==> config.mk <==
export PLATFORM = sky130hd
export DESIGN_NAME = uart_rx
export DESIGN_NICKNAME = d
export VERILOG_FILES = /design/src/rtl/uart_rx.sv
export SDC_FILE = /design/constraint.sdc
export NUM_CORES = 1
export LEC_CHECK = 0
export BUFFER_PORTS_ARGS = -buffer_cell sky130_fd_sc_hd__buf_2
export CAP_MARGIN = 20
export CORE_UTILIZATION = 35
export DETAILED_ROUTE_END_ITERATION = 8
export PLACE_DENSITY = 0.59
export SETUP_SLACK_MARGIN = 0.02
export SKIP_CTS_REPAIR_TIMING = 1
export SLEW_MARGIN = 20
export SYNTH_ARGS = -nofsm -noshare
export SYNTH_HDL_FRONTEND = slang
export SYNTH_SLANG_ARGS = --single-unit
==> constraint.sdc <==
create_clock -name clk -period 4.95 [get_ports clk]
set_input_delay 0.2475 -clock clk [delete_from_list [all_inputs] [get_ports clk]]
set_output_delay 0.2475 -clock clk [all_outputs]
set_load 0.005 [all_outputs]
==> src/rtl/uart_rx.sv <==
// 8N1 serial receiver: two-flop synchronizer, mid-bit sampling driven by a
// baud counter, and a single-entry valid/ready holding register.
module uart_rx #(
  parameter int CLKS_PER_BIT = 16,
  parameter int DATA_BITS    = 8
) (
  input  logic                 clk,
  input  logic                 rst_n,
  input  logic                 rxd,
  output logic [DATA_BITS-1:0] rx_data,
  output logic                 rx_valid,
  input  logic                 rx_ready,
  output logic                 frame_err,
  output logic                 overrun,
  output logic                 busy
);

  localparam int CNT_W = $clog2(CLKS_PER_BIT);
  localparam int IDX_W = $clog2(DATA_BITS);
  localparam logic [CNT_W-1:0] CNT_LAST = CNT_W'(CLKS_PER_BIT - 1);
  localparam logic [CNT_W-1:0] CNT_MID  = CNT_W'(CLKS_PER_BIT / 2 - 1);
  localparam logic [IDX_W-1:0] IDX_LAST = IDX_W'(DATA_BITS - 1);

  typedef enum logic [2:0] {
    S_IDLE,
    S_START,
    S_DATA,
    S_STOP,
    S_BREAK
  } state_t;

  state_t               state, state_nx;
  logic                 sync1, rxd_s;
  logic [CNT_W-1:0]     baud_cnt;
  logic [IDX_W-1:0]     bit_idx;
  logic [DATA_BITS-1:0] shift_reg;
  logic                 bit_tick, mid_tick;
  logic                 shift_en, load, ovr_set, ferr_set;

  assign bit_tick = (baud_cnt == CNT_LAST);
  assign mid_tick = (baud_cnt == CNT_MID);
  assign busy     = (state != S_IDLE);

  always_ff @(posedge clk or negedge rst_n) begin
    if (!rst_n) begin
      sync1 <= 1'b1;
      rxd_s <= 1'b1;
    end else begin
      sync1 <= rxd;
      rxd_s <= sync1;
    end
  end

  always_ff @(posedge clk or negedge rst_n) begin
    if (!rst_n) state <= S_IDLE;
    else        state <= state_nx;
  end

  always_comb begin
    state_nx = state;
    shift_en = 1'b0;
    load     = 1'b0;
    ovr_set  = 1'b0;
    ferr_set = 1'b0;
    case (state)
      S_IDLE:  if (!rxd_s) state_nx = S_START;
      S_START: if (mid_tick) state_nx = rxd_s ? S_IDLE : S_DATA;
      S_DATA: begin
        if (bit_tick) begin
          shift_en = 1'b1;
          if (bit_idx == IDX_LAST) state_nx = S_STOP;
        end
      end
      S_STOP: begin
        if (bit_tick) begin
          if (rxd_s) begin
            if (!rx_valid || rx_ready) load = 1'b1;
            else                       ovr_set = 1'b1;
            state_nx = S_IDLE;
          end else begin
            ferr_set = 1'b1;
            state_nx = S_BREAK;
          end
        end
      end
      S_BREAK: if (rxd_s) state_nx = S_IDLE;
      default: state_nx = S_IDLE;
    endcase
  end

  // Shifting in from the MSB end places the first-received bit at bit 0
  // once DATA_BITS samples have been taken.
  always_ff @(posedge clk or negedge rst_n) begin
    if (!rst_n) begin
      baud_cnt  <= '0;
      bit_idx   <= '0;
      shift_reg <= '0;
    end else begin
      if (state_nx != state || bit_tick) baud_cnt <= '0;
      else                               baud_cnt <= baud_cnt + 1'b1;
      if (state != S_DATA) bit_idx <= '0;
      else if (shift_en)   bit_idx <= bit_idx + 1'b1;
      if (shift_en) shift_reg <= {rxd_s, shift_reg[DATA_BITS-1:1]};
    end
  end

  always_ff @(posedge clk or negedge rst_n) begin
    if (!rst_n) begin
      rx_data   <= '0;
      rx_valid  <= 1'b0;
      frame_err <= 1'b0;
      overrun   <= 1'b0;
    end else begin
      if (load) begin
        rx_data  <= shift_reg;
        rx_valid <= 1'b1;
      end else if (rx_valid && rx_ready) begin
        rx_valid <= 1'b0;
      end
      frame_err <= ferr_set;
      overrun   <= ovr_set;
    end
  end

endmodule

* Yosys cells after proc, flatten, opt, wreduce, memory -nomap -nowiden
Cells that the tools add are included.
** Storage, ports and cells
- Register bits :: 31
- Bits of input ports :: 4
- Output and inout bits :: 12
- Logic and storage cells :: 56
** Operators by class
- Add/subtract/negate cells :: 2
- Equal/unequal tests :: 9
- Mux-type cells :: 27
- Reduce and logical (&&, ||, !) cells :: 8
** Operators by type and width (number)
- $mux W3 :: 9
- $mux W1 :: 15
- $pmux W3 S5 :: 1
- $eq A3 B2 Y1 const B :: 2
- $eq A3 B3 Y1 const B :: 2
- $add A4 B1 Y4 const B :: 1
- $eq A4 B3 Y1 const B :: 1
- $eq A4 B4 Y1 const B :: 1
- $mux W4 :: 1
- $reduce_bool A2 Y1 :: 2
- $add A3 B1 Y3 const B :: 1
- $eq A3 B1 Y1 const B :: 1
- $logic_not A3 Y1 :: 1
- $ne A3 B2 Y1 const B :: 1
- $ne A3 B3 Y1 :: 1
- $reduce_bool A3 Y1 :: 1
- $logic_or A1 B1 Y1 :: 2
- $mux W2 :: 1
- $logic_and A1 B1 Y1 :: 1
- $logic_not A1 Y1 :: 1

* Depth between registers and ports, before layout
- Word-level depth :: 7
- Gate-level depth with buffers :: 6

* Worst setup path before layout
No wires, ideal clock.
- Path type :: reg2reg
- From :: reg baud_cnt[0]
- To :: reg rx_data[0]
- Data arrival time :: 1.543 ns
- Setup slack :: 3.282 ns
- Stages on the path, launching flop included :: 7
- Path buffers :: 2
- Clock period less this slack :: 1.668 ns
- Cells stage by stage :: dfrtp_1 > ha_1 > and3_1 > buf_6 > and4_4 > buf_12 > mux2_4
** On the way
- Longest elaborated chain between the ends :: 3
** RTL lines
- from (decl) :: RTL line 34 : logic [CNT_W-1:0] baud_cnt;
- from (signal assigned) :: RTL line 100 : else baud_cnt <= baud_cnt + 1'b1;
- $eq A4 B4 Y1 :: RTL line 40 : assign bit_tick = (baud_cnt == CNT_LAST);
- $mux W1 :: RTL line 75 : if (bit_tick) begin
- $mux W1 :: RTL line 65 : case (state)
- to (signal assigned) :: RTL line 115 : rx_data <= shift_reg;
- to (decl) :: RTL line 10 : output logic [DATA_BITS-1:0] rx_data,
No other way between the ends.
A chain may end at the register's enable or synchronous reset.

* Worst setup path in the final report
- From :: reg baud_cnt[0]
- To :: reg rx_data[5]
Same word-level chain as after synthesis.

==> flow_metrics.py <==
metrics = {
    "die": {
        "start_util": 0.371,
        "die_area_mm2": 0.00419,
        "die_w_um": 64.8,
        "fp-row-count": 22,
        "core_mm2": 0.00372,
        "num_io_pins": 16,
        "die_y_um": 64.8,
    },
    "min_path": {
        "hold_path.class": "input pin to async pin",
    },
    "yosys": {
        "avgSynthCellArea_um2": 13.1,
        "synth_area_leaders": "dfrtp_1 53%, mux2_4 8.7%, mux2_2 6.5%",
        "synth_nets": 112,
        "ys_async_sr_fraction": 1.00,
        "synth_most_common_cell": "dfrtp_1",
        "ys_seq_elements": 31,
        "synth.top_cells.by_count": "29 x dfrtp_1, 10 x nand2_1, 8 x mux2_2, 8 x mux2_4, 6 x a21oi_1",
        "synth_top_area_frac": 0.526,
        "synthCells": 105,
        "ys_types": 31,
        "synth_area_mm2": 0.00138,
        "synth_edf_count": 0,
        "synth_flop_cell": "dfrtp_1",
        "synth-seq-area-share": 0.564,
        "synth_top_area_cell": "dfrtp_1",
        "ys_warn_count": 0,
    },
    "clocking": {
        "cts_max_path_buffers": 2,
        "clockRootBuffer": "clkbuf_8",
        "clk_pin_slew_ns": 0.07,
        "cts_sinks": 31,
        "htreeDepth": 2,
        "clk_latency_ns": 0.28,
        "cts_tree": "yes",
        "cts_made_buffers": 5,
    },
    "power_and_ir_drop": {
        "clockPowerShare": 0.354,
        "ir_worst_vdd_uv": 141,
        "power-per-cell-area_mw_per_mm2": 457,
        "power.internal_uw": 514,
        "p_comb_frac": 0.179,
        "p_sw_frac": 0.287,
        "power.leakage_uw": 0.000766,
        "switching_power_uw": 207,
        "seqPwrFrac": 0.468,
    },
    "setup_path": {
        "path_max_fanout": 9,
        "cp-start-kind": "flop",
        "regToRegStartpoint": "baud_cnt[0]",
        "crit_path_end_kind": "flop",
        "crit_start": "baud_cnt[0]",
        "r2r_slack_ns": 3.02,
        "worstPathCellList": "ha_1, and3_1, and4_4, mux2_4",
        "cp_num_buf_inv": 0,
        "cp_slowest_cell": "and3_1",
        "max_stage_delay_ns": 0.42,
        "reg2reg_depth": 4,
        "worstReg2RegEnd": "rx_data[5]",
        "critPathTopFamily": "simple AND/OR/NAND/NOR gates",
        "worst-setup-path-type": "flop to flop",
        "crit_path_end": "rx_data[5]",
        "required_ns": 5.12,
        "cp.arrival_ns": 2.10,
        "crit_cells": 4,
    },
    "timing": {
        "fin_ws_ns": 3.02,
        "hold_viol_final": 29,
        "fin_crit_ns": 1.93,
        "holdWs_ns": -0.0146,
        "final_max_slew_viol_count": 0,
        "relSlewSlack": 0.572,
        "worstMarginPinSlew_ns": 0.643,
        "fmax_mhz": 517,
        "layout_worst_path_cycle_share": 0.391,
        "rsz0062_at_grt": "no",
        "fin_setup_tns_ns": 0,
        "clock_skew_ns": 0.00631,
        "setup_viol": 0,
    },
    "outcome": {
        "violations": "hold timing",
        "status": "finished with violations",
    },
    "layout": {
        "fin_area_mm2": 0.00158,
        "final_nets": 128,
        "diodes": 0,
        "layoutNonFillerInstCount": 170,
        "fin_util": 0.424,
        "areaGrowthSynthToFinish_pct": 14.2,
        "layout-drive-gt1-share": 0.369,
    },
    "detailed_routing": {
        "routed_wl_mm": 2.17,
        "detail-route-antenna-nets": 0,
        "vias_per_cell": 4.84,
        "drt-pass1-iter-count": 4,
        "dr_total_vias": 822,
        "drtIter0Drc": 39,
        "drc": 0,
        "wire_per_inst_um": 12.8,
    },
    "grt": {
        "grt_pass1_wl_mm": 3.82,
        "grt_overflow": 0,
        "grt_use_total": 0.126,
        "first_global_vias": 815,
        "grt_max_degree": 32,
        "antenna_found_initial": 0,
    },
    "place": {
        "gp_congestion": 0.833,
        "port_buffers": 15,
        "hpwl_mm": 1.51,
        "placed_area_mm2": 0.00146,
        "dpl.cell_count": 162,
        "post-place-ws_ns": 3.03,
    },
    "flow_run": {
        "cap_violations": 0,
    },
}
==> stage by stage <==
step / hold slack, ns / total power, uW
after floorplan: -0.0481 / 452
after global placement: 0.311 / 468
after detailed placement: 0.319 / 472
after CTS: 0.00186 / 731
after global routing: 0.0387 / 766
final: -0.0146 / 720
==> worst min path at each step <==
stage               slack (ns)   from  depth (start not counted)           end
detailed placement        0.32  rst_n                          1      state[1]
floorplan                -0.05  rst_n                          0   baud_cnt[0]
global route              0.04  rst_n                          1  shift_reg[1]
finish                   -0.01  rst_n                          1      state[0]
global placement          0.31  rst_n                          1      state[2]
CTS                      0.002  rst_n                          1      state[0]
==> power groups by stage <==
stage	Clock, uW	Combinational [uW]	Sequential [uW]
floorplan	0	143	309
global placement	0	128	340
detailed placement	0	131	341
CTS	264	130	337
global route	275	146	344
finish	255	129	337
==> cells in the final DEF, fill, tap and decap left out, types with 3 or more instances in the layout <==
cell type / instances
nor2_1: 5
mux2_4: 8
xnor2_1: 3
mux2_2: 8
a21oi_1: 6
ha_1: 3
clkbuf_8: 6
dfrtp_1: 29
nand2_1: 10
buf_2: 15
==> cell families after synthesis <==
group / after synthesis / synth area share
AO/OA/AOI/OAI: 17 / 0.0826
XOR/XNOR: 3 / 0.0191
adder cells (fa/ha/maj): 3 / 0.0272
buffers and inverters: 7 / 0.0436
flip-flops: 31 / 0.564
multiplexers: 16 / 0.152
AND/OR/NAND/NOR: 28 / 0.111
==> cell type report <==
class | instances | area, um^2
well taps | 48 | 60.1
fillers | 354 | 2140
clock inverters | 2 | 35.0
flip-flops and latches | 31 | 778
inverters | 1 | 3.75
clock buffers | 6 | 82.6
repair buffers | 15 | 75.1
multi-input cells | 67 | 541
==> routing by layer <==
metal / vias up / global-route usage / share of wire
met5: - / 0 / 0
met4: 0 / 0.0750 / 0.028
met3: 7 / 0.0528 / 0.049
met2: 15 / 0.185 / 0.45
met1: 399 / 0.151 / 0.47
li1: 401 / - / -
Note: power is estimated with default switching activity, not from simulation.
